**src/rtl/mmt_sync_pkg.sv**
```systemverilog
// Shared definitions for the multi-channel synchroniser / glitch filter:
// parameter legality checks and the filter counter width helper.
package mmt_sync_pkg;

    // Width of a counter that must hold the values 0 .. filter_len.
    function automatic int cnt_width(input int filter_len);
        return $clog2(filter_len + 32'sd1);
    endfunction

    // True when the synchroniser parameters describe a buildable block.
    function automatic bit params_legal(
        input int width,
        input int depth,
        input int filter_len,
        input int inject_delay
    );
        return (width >= 32'sd1) &&
               (depth >= 32'sd2) &&
               (filter_len >= 32'sd1) &&
               ((inject_delay == 32'sd0) || (inject_delay == 32'sd1));
    endfunction

endpackage

```
**src/rtl/mmt_sync_filter_ch.sv**
```systemverilog
// One channel: flop synchroniser chain followed by a persistence filter.
// `out` only adopts a new synchronised level after it has been seen on
// FILTER_LEN consecutive edges; rise/fall pulse on the edge `out` moves.
module mmt_sync_filter_ch
    import mmt_sync_pkg::*;
#(
    parameter int   DEPTH        = 3,
    parameter int   FILTER_LEN   = 4,
    parameter int   INJECT_DELAY = 0,
    parameter logic RESET_VAL    = 1'b0
) (
    input  logic clk,
    input  logic rst,
    input  logic in,
    output logic out,
    output logic rise,
    output logic fall
);

    localparam int STAGES = DEPTH + INJECT_DELAY;
    localparam int CW     = cnt_width(FILTER_LEN);
    localparam logic [CW-1:0] CNT_LAST = CW'(FILTER_LEN - 1);

    logic [STAGES-1:0] chain_r;
    logic              sync_s;
    logic [CW-1:0]     cnt_r;
    logic              out_r;
    logic              rise_r;
    logic              fall_r;

    // Synchroniser chain: stage 0 samples the asynchronous input, last stage feeds the filter.
    always_ff @(posedge clk or posedge rst) begin
        if (rst) begin
            chain_r <= {STAGES{RESET_VAL}};
        end else begin
            chain_r <= {chain_r[STAGES-2:0], in};
        end
    end

    assign sync_s = chain_r[STAGES-1];

    // Persistence filter: count consecutive disagreements, commit on the FILTER_LEN-th one.
    always_ff @(posedge clk or posedge rst) begin
        if (rst) begin
            cnt_r  <= '0;
            out_r  <= RESET_VAL;
            rise_r <= 1'b0;
            fall_r <= 1'b0;
        end else if (sync_s == out_r) begin
            // Agreement (or a glitch that ended) discards any partial count.
            cnt_r  <= '0;
            rise_r <= 1'b0;
            fall_r <= 1'b0;
        end else if (cnt_r == CNT_LAST) begin
            out_r  <= sync_s;
            cnt_r  <= '0;
            rise_r <= sync_s;
            fall_r <= ~sync_s;
        end else begin
            cnt_r  <= cnt_r + CW'(1);
            rise_r <= 1'b0;
            fall_r <= 1'b0;
        end
    end

    assign out  = out_r;
    assign rise = rise_r;
    assign fall = fall_r;

endmodule

```
**src/rtl/mmt_sync_multi.sv**
```systemverilog
// Multi-channel synchroniser with glitch filter and edge pulses.
// Each channel is independent; `changed` flags any registered edge pulse.
module mmt_sync_multi
    import mmt_sync_pkg::*;
#(
    parameter int               WIDTH        = 8,
    parameter int               DEPTH        = 3,
    parameter int               FILTER_LEN   = 4,
    parameter logic [WIDTH-1:0] RESET_VAL    = {WIDTH{1'b0}},
    parameter int               INJECT_DELAY = 0
) (
    input  logic             clk,
    input  logic             rst,
    input  logic [WIDTH-1:0] in,
    output logic [WIDTH-1:0] out,
    output logic [WIDTH-1:0] rise,
    output logic [WIDTH-1:0] fall,
    output logic             changed
);

    if (!params_legal(WIDTH, DEPTH, FILTER_LEN, INJECT_DELAY)) begin : g_bad_params
        $error("mmt_sync_multi: illegal WIDTH/DEPTH/FILTER_LEN/INJECT_DELAY");
    end

    for (genvar i = 0; i < WIDTH; i++) begin : g_ch
        mmt_sync_filter_ch #(
            .DEPTH        (DEPTH),
            .FILTER_LEN   (FILTER_LEN),
            .INJECT_DELAY (INJECT_DELAY),
            .RESET_VAL    (RESET_VAL[i])
        ) u_ch (
            .clk  (clk),
            .rst  (rst),
            .in   (in[i]),
            .out  (out[i]),
            .rise (rise[i]),
            .fall (fall[i])
        );
    end

    // Any-channel activity flag, built only from the registered pulses.
    assign changed = |(rise | fall);

endmodule

```
**config.mk**
```make
export PLATFORM = sky130hd
export DESIGN_NAME = mmt_sync_multi
export DESIGN_NICKNAME = d
export VERILOG_FILES = /design/src/rtl/mmt_sync_pkg.sv /design/src/rtl/mmt_sync_filter_ch.sv /design/src/rtl/mmt_sync_multi.sv
export SDC_FILE = /design/constraint.sdc
export NUM_CORES = 1
export LEC_CHECK = 0
export BUFFER_PORTS_ARGS = -buffer_cell sky130_fd_sc_hd__buf_2
export CAP_MARGIN = 20
export CORE_MARGIN = 10
export CORE_UTILIZATION = 40
export DETAILED_ROUTE_END_ITERATION = 12
export PLACE_DENSITY = 0.55
export SLEW_MARGIN = 25
export SYNTH_ARGS = -nofsm -noshare
export SYNTH_HDL_FRONTEND = slang
export SYNTH_SLANG_ARGS = --single-unit
```
**constraint.sdc**
```tcl
create_clock -name clk -period 3.3 [get_ports clk]
set_input_delay 0.33 -clock clk [delete_from_list [all_inputs] [get_ports clk]]
set_output_delay 0.33 -clock clk [all_outputs]
set_load 0.05 [all_outputs]
```
# Word level (Yosys, flattened, before mapping)
# Cells that the tools add are included.
# totals
regBits	72
in_bits	10
out_inout_bits	25
word_cells	138
# classes
addsub	8
n_eq_ne	16
mux	48
bitwise	17
n_reduce_logical	9
# ops
op	count
$mux W3	16
$mux W1	32
$add A3 B1 Y3 const B	8
$eq A3 B2 Y1 const B	8
$not A1 Y1	16
$reduce_and A2 Y1	8
$eq A1 B1 Y1	8
$or A8 B8 Y8	1
$reduce_or A8 Y1	1

# Depth between registers and ports, before layout
# logic_depth
ltp_word	3
mapped_depth	3
depth_no_buf	3

# Hierarchy
# A second synthesis with hierarchy kept.
# unflattened
hier_cells	157
hier_area_um2	2541.2
# by_module_without_submodules
module	instances	cells_each	area_each_um2	seq_area_each_um2
mmt_sync_filter_ch (g_ch[1].u_ch ...)	7	19	314.1	225.2
mmt_sync_filter_ch (g_ch[0].u_ch)	1	19	311.5	225.2
mmt_sync_multi	1	5	31.3	0.0

# Least setup slack after synthesis
# OpenSTA, ideal clock, no wires.
# synth_path
kind	flip-flop to output port
startpoint	register g_ch[5].u_ch.rise_r
endpoint	output changed
t_arrival_ps	1129
required_ps	2970
setup_slack_ps	1841
path_stages_with_launch	3
n_path_buf	0
path_cell_list	dfrtp_1 nor4_1 nand4_1
# synth_between
elab_chain_cells	2
# synth_rtl
item	line_no	source
from (decl)	mmt_sync_filter_ch.sv:28	logic rise_r;
from (signal assigned)	mmt_sync_filter_ch.sv:57	rise_r <= sync_s;
$or A8 B8 Y8	mmt_sync_multi.sv:42	assign changed = |(rise | fall);
$reduce_or A8 Y1	mmt_sync_multi.sv:42	
to (decl)	mmt_sync_multi.sv:18	output logic changed
# No other way between the ends.

# Final worst setup path
# layout_path
startpoint	register g_ch[4].u_ch.fall_r
endpoint	output changed
# layout_between
elab_chain_cells	2
# layout_rtl
item	line_no	source
from (decl)	mmt_sync_filter_ch.sv:29	logic fall_r;
from (signal assigned)	mmt_sync_filter_ch.sv:58	fall_r <= ~sync_s;
$or A8 B8 Y8	mmt_sync_multi.sv:42	
$reduce_or A8 Y1	mmt_sync_multi.sv:42	
# No other way between the ends.

==> flow_summary.toml <==
[status]
status = "completed"

[global_routing]
grt-ovfl-total = 0
first_global_vias = 1443
grt_max_degree = 45
gr-usage-all-layers_pct = 8.96
grt_pass1_wl_mm = 7.05
antenna_found_initial = 0

[clocking]
post_cts_resized = 0
cts_root_buf = "clkbuf_8"
post_cts_buffers = 0
insertion_delay_ns = 0.34
holdBufCountCts = 0
cts_buffer_depth = 2
clock_sinks = 72
clk_pin_slew_worst_paths_ns = 0.08
numCtsBuffers = 9
tritoncts = "yes"
h-tree-depth = 3

[routing]
drt-initial-drc-count = 31
wl_per_cell_um = 14.7
firstDrtPassIters = 4
vias = 1301
drt-total-wl_mm = 4.10
drc = 0
ant_nets = 0
vias_per_cell = 4.66

[floorplan]
chipWidth_um = 102
io_pins = 35
die_h_um = 102
rows = 29
die_area_um2 = 10400
start_util_pct = 41.8
core_um2 = 6420

[setup_path]
rrSetupSlack_ns = 2.11
worst-path-buf-inv = 1
critPathLaunchType = "flip-flop"
worstSetupPathType = "flip-flop to output pin"
reg2reg_to = "g_ch[2].u_ch.out"
required_ns = 2.97
r2r_start = "g_ch[2].u_ch.cnt_r[0]"
worstPathMaxFanout = 2
path_cells = "nor4_1, nand4_1, buf_2"
crit_arrival_ns = 1.47
max_stage_delay_ns = 0.38
reg2reg_depth = 3
end_kind = "output pin"
cp_top_family = "simple AND/OR/NAND/NOR gates"
worst_path_max_delay_cell = "nor4_1"

[placed_design]
place_ws_ns = 1.84
hpwl_mm = 3.03
gp_congestion = 0.685
portBuffers = 34
place_area_um2 = 2780

[timing]
worst_slack_ns = 1.50
rsz0062_at_grt = "false"
worst_pin_slew_ns = 0.581
max_freq_mhz = 555
period_share_pct = 54.6
finalCriticalPeriod_ns = 1.80
hold_viol = 0
drv_slew = 0
fin_skew_ns = 0.00740
maxSlewHeadroom_pct = 61.2
setup_viol = 0
final.setup.tns_ns = 0

[yosys]
synthesis.nets = 193
synthFlopType = "dfrtp_1"
synth_top_area_share_pct = 67.0
synth_most_common_cell = "dfrtp_1"
syn_area_um2 = 2690
synthTopCellsByCount = "dfrtp_1, buf_4, nor3b_1, and3b_1"
avgSynthCellArea_um2 = 15.4
yosys.cell_types.count = 15
yosysTopAreaCell = "dfrtp_1"
seq_area_frac_synth_pct = 67.0
synth.area.top_cells = "dfrtp_1, buf_4, and3b_1, ha_1, nor3b_1"
synth_warnings = 0
syn_inst = 175
synth-edff-count = 0
ys_seq_elements = 72
synth-async-reset-ratio_pct = 100

[power]
ir_drop_v = 0.000435
power_leakage_nw = 1.51
p_per_area_nw_per_um2 = 867

[finish]
fillers = 557
diodes = 0
finalCoreUtilization_pct = 46.7
area_growth_syn_to_layout_pct = 11.7
final_layout_size_suffix_gt1_share_pct = 34.7
design_area_um2 = 3000
nNetsFinal = 215

[worst_hold_path]
hold_class = "primary input to async pin"

[flow_run]
cap_violations = 0
-- through the flow --
stage / hold slack, ns / cells / power (mW)
2_1_floorplan: 0.331 / 175 / 1.80
3_3_place_gp: 0.334 / 263 / 1.85
3_5_place_dp: 0.336 / 263 / 1.89
4_1_cts: 0.0480 / 279 / 2.65
5_1_grt: 0.0666 / 279 / 2.77
6_report: 0.0496 / 279 / 2.60
-- power by group --
group	internal [mW]	switching, mW
sequential	1.04	0.111
combinational	0.257	0.452
clock	0.442	0.303
-- layout make-up --
| type | count | area, µm² | share of cell area (%) |
|---|---|---|---|
| inverter | 1 | 3.75 | 0.125 |
| tap | 77 | 96.3 | 3.21 |
| sequential | 72 | 1800 | 60.0 |
| multi-input combinational | 78 | 702 | 23.4 |
| timing repair buffer | 35 | 178 | 5.92 |
| clock inverter | 6 | 82.6 | 2.75 |
| clock buffer | 10 | 138 | 4.59 |
-- flip-flops by register name, summed over array words and instances, names as in the netlist --
register,cells
g_ch.u_ch.fall,8
g_ch.u_ch.out,8
g_ch.u_ch.chain_r,24
g_ch.u_ch.cnt_r,24
g_ch.u_ch.rise,8
-- worst max-delay path by stage --
stage                                  from                       to  cells after the start  slack (ns)
after floorplan                         rst  g_ch[0].u_ch.chain_r[0]                      1        1.15
after global placement    g_ch[1].u_ch.rise                  changed                      3        1.88
after detailed placement                rst    g_ch[0].u_ch.cnt_r[1]                      3        1.84
after CTS                 g_ch[2].u_ch.fall                  changed                      3        1.48
after global routing      g_ch[2].u_ch.fall                  changed                      3        1.34
final                     g_ch[4].u_ch.fall                  changed                      3        1.50
-- cell families (layout without fill, tap and decap cells) --
kind of cell	Yosys count	count (layout)	synth area share (%)
AND/OR/NAND/NOR	54	54	16.4
buffers and inverters	25	52	6.84
adder cells (fa/ha/maj)	8	8	3.72
multiplexers	8	8	3.35
flip-flops	72	72	67.0
XOR/XNOR	8	8	2.61
-- routing by layer --
metal	vias to the layer above	global-route usage (%)	routed length, µm
li1	613	-	-
met1	649	9.31	1610
met2	34	14.2	2070
met3	5	5.80	382
met4	0	3.58	38
met5	-	0	0
-- layout by cell type (no fill, tap or decap), drive strengths merged, types with 3 or more instances in the layout --
cell type / instances
mux2: 8
buf: 35
xnor2: 8
dfrtp: 72
and3b: 14
clkbuf: 10
nor2b: 13
nor3b: 13
nor3: 8
clkinv: 3
ha: 8
nor4: 4
Note: power is estimated with default switching activity, not from simulation.
